[src/rtl/calc_arbiter.sv]
// Two-requester round-robin front end to a shared WIDTH-bit add/sub/mul/div unit.
// Valid/ready on each request port and on the response port; divide is a restoring divider.
module calc_arbiter #(
    parameter int WIDTH = 4
) (
    input  logic             i_clk,
    input  logic             i_reset,
    input  logic             i_req0_valid,
    output logic             o_req0_ready,
    input  logic [WIDTH-1:0] i_req0_A,
    input  logic [WIDTH-1:0] i_req0_B,
    input  logic [1:0]       i_req0_selOperator,
    input  logic             i_req1_valid,
    output logic             o_req1_ready,
    input  logic [WIDTH-1:0] i_req1_A,
    input  logic [WIDTH-1:0] i_req1_B,
    input  logic [1:0]       i_req1_selOperator,
    output logic             o_rsp_valid,
    input  logic             i_rsp_ready,
    output logic [WIDTH-1:0] o_rsp_result,
    output logic             o_rsp_id,
    output logic             o_rsp_divZero,
    output logic             o_busy
);

    localparam int CW = (WIDTH > 1) ? $clog2(WIDTH) : 1;
    localparam logic [CW-1:0] CNT_LAST = CW'(WIDTH - 1);

    localparam logic [1:0] OP_ADD = 2'b00;
    localparam logic [1:0] OP_SUB = 2'b01;
    localparam logic [1:0] OP_MUL = 2'b10;
    localparam logic [1:0] OP_DIV = 2'b11;

    typedef enum logic [1:0] {
        IDLE = 2'd0,
        EXEC = 2'd1,
        RESP = 2'd2
    } state_t;

    state_t           state_reg;
    logic [WIDTH-1:0] a_reg;
    logic [WIDTH-1:0] b_reg;
    logic [1:0]       op_reg;
    logic             id_reg;
    logic             last_grant_reg;
    logic [WIDTH-1:0] rem_reg;
    logic [WIDTH-1:0] quo_reg;
    logic [CW-1:0]    cnt_reg;
    logic [WIDTH-1:0] result_reg;
    logic             rsp_id_reg;
    logic             div_zero_reg;
    logic             rsp_valid_reg;

    logic             grant_any;
    logic             grant_id;
    logic [WIDTH-1:0] sel_a;
    logic [WIDTH-1:0] sel_b;
    logic [1:0]       sel_op;

    // On contention the requester that did not win last time gets the grant.
    always_comb begin
        grant_any = i_req0_valid | i_req1_valid;
        if (i_req0_valid && i_req1_valid) begin
            grant_id = ~last_grant_reg;
        end else begin
            grant_id = i_req1_valid;
        end
        sel_a  = grant_id ? i_req1_A : i_req0_A;
        sel_b  = grant_id ? i_req1_B : i_req0_B;
        sel_op = grant_id ? i_req1_selOperator : i_req0_selOperator;
    end

    // Ready is also held low during reset so every output reads 0 immediately.
    assign o_req0_ready  = (state_reg == IDLE) && !i_reset && i_req0_valid && !grant_id;
    assign o_req1_ready  = (state_reg == IDLE) && !i_reset && i_req1_valid && grant_id;
    assign o_rsp_valid   = rsp_valid_reg;
    assign o_rsp_result  = result_reg;
    assign o_rsp_id      = rsp_id_reg;
    assign o_rsp_divZero = div_zero_reg;
    assign o_busy        = (state_reg != IDLE);

    logic [2*WIDTH-1:0] prod;
    logic [WIDTH-1:0]   alu_res;

    always_comb begin
        prod = {{WIDTH{1'b0}}, a_reg} * {{WIDTH{1'b0}}, b_reg};
        case (op_reg)
            OP_ADD:  alu_res = a_reg + b_reg;
            OP_SUB:  alu_res = a_reg - b_reg;
            OP_MUL:  alu_res = prod[WIDTH-1:0];
            default: alu_res = '0;
        endcase
    end

    // One restoring step: shift the next dividend bit into the partial
    // remainder and keep the subtraction only if it did not go negative.
    logic [WIDTH:0]   rem_shift;
    logic [WIDTH:0]   diff;
    logic             sub_ok;
    logic [WIDTH-1:0] rem_next;
    logic [WIDTH-1:0] quo_next;

    always_comb begin
        rem_shift = {rem_reg, quo_reg[WIDTH-1]};
        diff      = rem_shift - {1'b0, b_reg};
        sub_ok    = ~diff[WIDTH];
        rem_next  = sub_ok ? diff[WIDTH-1:0] : rem_shift[WIDTH-1:0];
        quo_next  = {quo_reg[WIDTH-2:0], sub_ok};
    end

    always_ff @(posedge i_clk or posedge i_reset) begin
        if (i_reset) begin
            state_reg      <= IDLE;
            a_reg          <= '0;
            b_reg          <= '0;
            op_reg         <= '0;
            id_reg         <= 1'b0;
            last_grant_reg <= 1'b1;
            rem_reg        <= '0;
            quo_reg        <= '0;
            cnt_reg        <= '0;
            result_reg     <= '0;
            rsp_id_reg     <= 1'b0;
            div_zero_reg   <= 1'b0;
            rsp_valid_reg  <= 1'b0;
        end else begin
            case (state_reg)
                IDLE: begin
                    if (grant_any) begin
                        a_reg          <= sel_a;
                        b_reg          <= sel_b;
                        op_reg         <= sel_op;
                        id_reg         <= grant_id;
                        last_grant_reg <= grant_id;
                        rem_reg        <= '0;
                        quo_reg        <= sel_a;
                        cnt_reg        <= '0;
                        state_reg      <= EXEC;
                    end
                end
                EXEC: begin
                    if (op_reg == OP_DIV && b_reg == '0) begin
                        result_reg    <= '0;
                        div_zero_reg  <= 1'b1;
                        rsp_id_reg    <= id_reg;
                        rsp_valid_reg <= 1'b1;
                        state_reg     <= RESP;
                    end else if (op_reg == OP_DIV) begin
                        rem_reg <= rem_next;
                        quo_reg <= quo_next;
                        cnt_reg <= cnt_reg + 1'b1;
                        if (cnt_reg == CNT_LAST) begin
                            result_reg    <= quo_next;
                            div_zero_reg  <= 1'b0;
                            rsp_id_reg    <= id_reg;
                            rsp_valid_reg <= 1'b1;
                            state_reg     <= RESP;
                        end
                    end else begin
                        result_reg    <= alu_res;
                        div_zero_reg  <= 1'b0;
                        rsp_id_reg    <= id_reg;
                        rsp_valid_reg <= 1'b1;
                        state_reg     <= RESP;
                    end
                end
                RESP: begin
                    if (i_rsp_ready) begin
                        rsp_valid_reg <= 1'b0;
                        state_reg     <= IDLE;
                    end
                end
                default: state_reg <= IDLE;
            endcase
        end
    end

endmodule

[config.mk]
export PLATFORM = sky130hd
export DESIGN_NAME = calc_arbiter
export DESIGN_NICKNAME = d
export VERILOG_FILES = /design/src/rtl/calc_arbiter.sv
export SDC_FILE = /design/constraint.sdc
export NUM_CORES = 1
export LEC_CHECK = 0
export ABC_AREA = 1
export CAP_MARGIN = 20
export CORE_MARGIN = 1
export CORE_UTILIZATION = 55
export DETAILED_ROUTE_END_ITERATION = 10
export HOLD_SLACK_MARGIN = 0.02
export PLACE_DENSITY = 0.82
export SYNTH_ARGS = -nofsm -noshare
export SYNTH_HDL_FRONTEND = slang
export SYNTH_SLANG_ARGS = --single-unit
[constraint.sdc]
create_clock -name i_clk -period 5.8 [get_ports i_clk]
set_input_delay 1.16 -clock i_clk [delete_from_list [all_inputs] [get_ports i_clk]]
set_output_delay 1.16 -clock i_clk [all_outputs]
set_load 0.02 [all_outputs]
* After elaboration in Yosys (flattened, before gate mapping) *
Cells that the tools add are included.

word-level totals
  output and inout port bits = 10
  memories kept = 0
  register bits after elaboration = 31
  ROM bits = 0
  RAM bits = 0
  latch bits = 0

operators by class
  muxes and demuxes = 38
  $lt $le $gt $ge = 0
  div/mod/pow operators = 0
  bitwise logic cells = 3
  reduce and logical (&&, ||, !) cells = 20
  add/subtract/negate cells = 4
  shifts and indexed selects = 0
  equal/unequal tests = 12
  multiply operators = 1

operators by type and width
  cell                   number
  $mux W4                12
  $mux W2                9
  $pmux W4 S2            2
  $pmux W4 S3            1
  $mux W1                11
  $eq A2 B2 Y1 const B   4
  $ne A2 B2 Y1 const B   4
  $logic_and A1 B1 Y1    7
  $pmux W2 S3            1
  $reduce_and A3 Y1      2
  $reduce_bool A2 Y1     3
  $sub A5 B4 Y5          1
  $add A4 B4 Y4          1
  $eq A2 B1 Y1 const B   2
  $logic_not A2 Y1       2
  $logic_not A4 Y1       1
  $mul A4 B4 Y4          1
  $ne A4 B4 Y1 const B   1
  $pmux W2 S2            1
  $reduce_and A2 Y1      2
  $reduce_and A4 Y1      1
  $sub A4 B4 Y4          1
  $ne A3 B1 Y1 const B   1
  $add A2 B1 Y2 const B  1
  other kinds (4)        6

* Depth between registers and ports, before layout *
Gate-level depths: netlist of run 1.

  depth in word-level cells = 5
  gate-level depth with buffers = 16
  depth with buffers taken out = 16

* Worst setup path before layout of run 1 *
No wires, ideal clock.

  kind = input to output
  from = in i_req0_valid
  to = out o_req0_ready
  data required time = 4.640 ns
  cell stages on the path = 5
  path buffers = 1
  data arrival time = 2.146 ns
  slack = 2.494 ns
  path through = nand2_1 > nand2_1 > buf_4 > inv_1 > nor4_1

between the ends
  cells in the longest elaborated chain, start to end = 4
  elaborated cells on any way between the ends = 5
  those cells by class = mux (1); reduce/logical (4)

RTL lines
  what                   line  RTL
  from (decl)            8     input logic i_req0_valid,
  $logic_and A1 B1 Y1    63    if (i_req0_valid && i_req1_valid) begin
  $mux W1                63
  $logic_not A1 Y1       74    assign o_req0_ready = (state_reg == IDLE) && !i_reset && i_req0_valid && !grant_id;
  $logic_and A1 B1 Y1 *  74
  to (decl)              9     output logic o_req0_ready,

Mark *: on every way between the ends. The rest lies on a longest branch, timed or not.

* Final worst setup path of run 1 *
Ends and elaborated chain as after synthesis.

==> metrics.txt, run 1 <==
Setup TNS=0 ns; DRC=0; post-layout util=71.28%; Pwr Total=1559 uW; kind of critical path=input port to primary output; top cells by area, synth=dfrtp_1 35%, nand2_1 16%, ha_1 9.8%; first drt pass iteration count=4; Num CTS Buffers=5; wire length per cell=12.87 um; Worst Setup End Kind=primary output; Sink Count=31; Leak=between 0.001 and 0.0015 uW; Clock Skew=0.004012 ns; Post-CTS Resized=0; Peak VDD IR=0.3265 mV; initial antenna violation count=0; CTS tree=built; part of the Yosys area used for sequential elements=between 30 and 40%; Synth Cell Area=2166 um2; outcome=completed; CTS max path bufs=2; global-route wire length before repair=approximately 8400 um; HPWL after detailed placement=3774 um; root buffer cell=clkbuf_8; final instance area=about 2600 um2; # nets final=around 380; Area Overhead vs Synth=22.30%; CTS HTree Levels=2; multi-input logic area=1199 um2; Post-synth EDFFs=0; IO Port Bufs=34; Slew headroom=63.05%; DR vias/cell=5.179; top cells by count, synth=93 x nand2_1, 41 x inv_1, 30 x dfrtp_1; Synth Register Bits=31; Min-Delay Path Class=flip-flop to flip-flop; vias=~2.0k; largest net degree at the start of global routing=32; final wirelength=4892 um; Avg Synthesized Cell Area=between 7 and 8 um2; Hold-fix buffers, CTS=0; worst-skew pair later-pin latency=0.29 ns; clk slew on worst S/H paths=0.06 ns; Die Footprint=between 4000 and 5000 um2; Starting Density=58.28%; Arr. time, crit path=3.06 ns; share of the synthesized area in the top cell type=34.66%; Post-synth ARST share=100.0%; IO Count=35; Rows=22; top-count cell post-synth=nand2_1; fmax=0.2371 GHz; Die H=64.75 um; Total Routing Usage GR=26.58%; Slew @ Worst Pin=0.5543 ns; Warnings, synthesis=0; vias in the first global route=around 1.9k; worst-path fanout max=11; DRT antenna net count=0; largest area contributor in the netlist=dfrtp_1; startpoint types=input port; First DRT Iteration DRCs=98; Synth Flop Type=dfrtp_1; Slew Limit Fails=0; layout cells sized above 1=~7.5%; Remaining Overflow, GRT=0; min Tclk post-route=roughly 4.2 ns; max cap viols=0; fillcell total=307; Reg2Reg Setup Slack=3.48 ns; core area=3716 um2; Final Wtd Congestion=0.8685; Post-Place Cell Area=2561 um2; Setup Viol. Count Final=0; DIE WIDTH=64.75 um; Final period util=72.73%; Fin. Hold Viols=0; Post-CTS Setup Inserts=0; Post-Syn Nets=336; Post-Syn Instances=292; register area=777.0 um2; worst endpoint required time=about 4.6 ns; RSZ-0062 raised after global routing=no; diode count=0; Distinct cells, synth=33; PwrDens=588.4 nW/um2
[critical path, cell delays in order]
cell	delay (ns)
clkdlybuf4s50_1	0.47
nand2_1	0.05
nand2_1	0.27
inv_1	0.23
nor4_1	0.21
clkdlybuf4s50_1	0.66
[stage by stage]
step	hold WS, ns	std cells	setup WS (ns)
after floorplan	0.4441	292	2.494
after global placement	0.4603	373	1.618
after detailed placement	0.4676	373	1.620
after CTS	0.4831	380	1.602
after global routing	0.4906	380	1.413
final	0.4795	380	1.582
[kinds of logic after synthesis]
logic type / Yosys count / synth area share (%)
buffers and inverters: 49 / 8.781
flip-flops: 31 / 35.88
AND/OR/NAND/NOR: 137 / 27.44
adder cells (fa/ha/maj): 19 / 11.67
AO/OA/AOI/OAI: 50 / 13.69
multiplexers: 2 / 0.9244
XOR/XNOR: 4 / 1.618
[routing by layer]
metal | track usage, % | part of all wire [%] | vias to the layer above
met5 | 0 | 0 | -
met4 | 10.56 | 2.0 | 0
met3 | 5.106 | 3.5 | 10
met2 | 45.70 | 51 | 38
met1 | 32.46 | 44 | 899
li1 | - | - | 1021
[area by class of cell]
| class | count | share of cell area, % |
|---|---|---|
| clock buffer | 6 | 3.118 |
| clock inverter | 1 | 0.1889 |
| inverter | 47 | 6.708 |
| multi-input combinational | 212 | 45.25 |
| sequential | 31 | 29.33 |
| tap | 48 | 2.267 |
| timing repair buffer | 35 | 13.13 |
[placed cells by master (no fill, tap or decap), drive strengths merged]
| cell | count |
|---|---|
| xnor2 | 2 |
| clkinv | 2 |
| nor4 | 1 |
| buf | 1 |
| fa | 2 |
| nand2 | 96 |
| ha | 17 |
| a21oi | 7 |
| a32oi | 1 |
| dfrtp | 30 |
| a221oi | 1 |
| a31oi | 1 |
| nand3 | 19 |
| inv | 46 |
| dfstp | 1 |
| nand3b | 2 |
| or2 | 3 |
| o22ai | 7 |
| o21ai | 29 |
| xor2 | 2 |
| mux2i | 2 |
| o211ai | 4 |
| clkdlybuf4s50 | 34 |
| nor2 | 16 |
| clkbuf | 6 |
[final timing paths]
check / from / endpoint / cells past startpoint
min in group asynchronous: i_reset / id_reg / 3
max in group asynchronous: i_reset / last_grant_reg / 3
worst min-delay path: o_rsp_divZero / o_rsp_divZero / 2
worst max register to register: b_reg[0] / o_rsp_result[3] / 13
worst max-delay path: i_req0_valid / o_req0_ready / 6
worst min register to register: o_rsp_divZero / o_rsp_divZero / 2
[report_power, final]
part | leakage (uW) | switching (uW) | total, uW | internal (uW)
sequential | 0.000387 | 97.2 | 415 | 318
clock | 0.0000470 | 78.1 | 171 | 92.9
combinational | 0.000963 | 585 | 973 | 387
total | 0.00140 | 760 | 1560 | 798
Note: power is estimated with default switching activity, not from simulation.
==> run 2, diff against run 1 <==
Settings changed: CORE_UTILIZATION 55 to 54, PLACE_DENSITY 0.82 to 0.8.
Clock period 5.8 ns to 3.9 ns, I/O delays scaled along.
==> run 2 against run 1 <==
Compared with the run above: first-iteration DRC count up 3.1%; clock skew up 0.0010 ns; hold slack worse by 0.0087 ns; via count up 2.4%; sequential power up 49%; core utilization down 0.42 points; critical endpoint is now o_req1_ready; die area up 1.8%; register-to-register slack worse by 1.8 ns.
==> metrics.txt, run 2 (synthesis gave the netlist of run 1 again) <==
outcome=completed; Slew Limit Fails=0 (unchanged); Leak=0.001403 uW (+0.38%); CTS max path bufs=2 (unchanged); Area Overhead vs Synth=22.47%; fmax=0.3171 GHz; final wirelength=4771 um (-2.5%); Hold-fix buffers, CTS=0 (unchanged); Post-Place Cell Area=2569 um2 (+0.29%); Clock Skew=0.005055 ns (+0.001043 ns); HPWL after detailed placement=3823 um (+1.3%); Setup Viol. Count Final=0 (unchanged); vias=2015 (+2.4%); CTS HTree Levels=2 (unchanged); DRT antenna net count=0 (unchanged); final instance area=2653 um2 (+0.14%); global-route wire length before repair=8431 um (+0.91%); Peak VDD IR=0.5482 mV (+68%); Worst Setup End Kind=primary output; Die Footprint=4268 um2 (+1.8%); Post-CTS Setup Inserts=0 (unchanged); RSZ-0062 raised after global routing=no; worst-skew pair later-pin latency=0.28 ns (about the same); Final period util=about four fifths; DR vias/cell=5.275 (+1.9%); hold path depth=2 (unchanged); vias in the first global route=1963 (+6.0%); worst endpoint required time=3.12 ns (-1.52 ns); register area=777.0 um2 (unchanged); worst-path fanout max=10 (-1); Remaining Overflow, GRT=0 (unchanged); wire length per cell=12.49 um (-3.0%); commonest non-fill, non-tap cell in the layout=nand2_1; FF-to-FF path depth=13 (unchanged); max cap viols=0 (unchanged); worst setup path startpoint=i_req0_valid; Reg2Reg Setup Slack=1.66 ns (-1.82 ns); Arr. time, crit path=2.37 ns (-0.69 ns); Total Routing Usage GR=25.88% (-0.69 points); initial antenna violation count=0 (unchanged); Reg2Reg Launch Point=b_reg[0]; Die H=65.33 um (+0.90%); met1 Use GR=30.32% (-2.1 points); Min-Delay Path Class=flip-flop to flip-flop; kind of critical path=input port to primary output; Rows=22 (unchanged); GRT busiest layer=met2; First DRT Iteration DRCs=101 (+3.1%); # nets final=377 (+0.27%); multi-input logic area=1199 um2 (unchanged); IO Count=35 (unchanged); CTS tree=built; largest net degree at the start of global routing=32 (unchanged); clk slew on worst S/H paths=0.06 ns (about the same); fillcell total=339 (+10%); startpoint types=input port; root buffer cell=clkbuf_8; PwrDens=872.2 nW/um2 (+48%); IO Port Bufs=34 (unchanged); Num CTS Buffers=5 (unchanged); DIE WIDTH=65.33 um (+0.90%); Final Wtd Congestion=0.8912 (+2.6%); Sink Count=31 (unchanged); Slew headroom=60.78% (-2.3 points); worst setup path endpoint=o_req1_ready; diode count=0 (unchanged); Starting Density=57.85% (-0.43 points); core area=3744 um2 (+0.74%); Slew @ Worst Pin=0.5883 ns (+0.03405 ns); M3 GR Usage=5.208% (+0.10 points); Fin. Hold Viols=0 (unchanged); met2 usage=46.78% (+1.1 points); Setup TNS=0 ns (unchanged); Hold Crit Start=last_grant_reg; FF-to-FF End=o_rsp_result[3]; Post-CTS Resized=0 (unchanged); DRC=0 (unchanged); min Tclk post-route=3.154 ns; layout cells sized above 1=8.084% (+0.55 points); first drt pass iteration count=4 (unchanged); commonest non-fill, non-tap cells in the layout=93 x nand2_1, 41 x inv_1, 34 x clkdlybuf4s50_1
run 2: cell types whose count changed in the layout (fill, tap and decap cells not counted), sizes merged:
cell / delta
buf: +1
clkinv: +2
clkbuf: -1
run 2: cell type report:
class / instances / area share, %
multi-input cells: 212 / 45.19
flip-flops and latches: 31 / 29.29
repair buffers: 36 / 13.40
inverters: 47 / 6.698
clock buffers: 5 / 2.594
well taps: 48 / 2.264
clock inverters: 3 / 0.5660
run 2: worst min path at each step:
stage	slack (ns)	endpoint
floorplan	0.44	last_grant_reg
global placement	0.46	o_rsp_divZero
detailed placement	0.46	last_grant_reg
CTS	0.47	last_grant_reg
global route	0.49	last_grant_reg
finish	0.47	last_grant_reg
run 2: worst max-delay path: stages:
cell and delay (ns):
clkdlybuf4s50_1 0.42, nand2_1 0.07, nand2_1 0.07, inv_1 0.21, nand2_1 0.13, nor2_1 0.10, clkdlybuf4s50_1 0.60
run 2: metal layers:
layer | part of all wire, % | vias to the layer above
li1 | - | 1028
met1 | 44 | 948
met2 | 52 | 31
met3 | 3.0 | 8
met4 | 1.3 | 0
met5 | 0 | -
run 2: power breakdown:
| part | internal, uW | switching, uW | total [uW] |
|---|---|---|---|
| sequential | 472 | 144 | 617 |
| combinational | 580 | 874 | 1450 |
| clock | 122 | 121 | 242 |
| total | 1170 | 1140 | 2310 |
run 2: per-stage QoR:
| stage | std cells | power (uW) | hold WS (ns) | utilization (%) | setup WS [ns] |
|---|---|---|---|---|---|
| floorplan | 292 | 1687 | 0.4441 | - | 1.354 |
| global placement | 374 | 2017 | 0.4618 | 68.62 | 0.7657 |
| detailed placement | 374 | 2067 | 0.4625 | 68.62 | 0.7552 |
| CTS | 382 | 2327 | 0.4719 | 70.86 | 0.7423 |
| global route | 382 | 2554 | 0.4882 | 70.86 | 0.6125 |
| finish | 382 | 2314 | 0.4708 | 70.86 | 0.7461 |
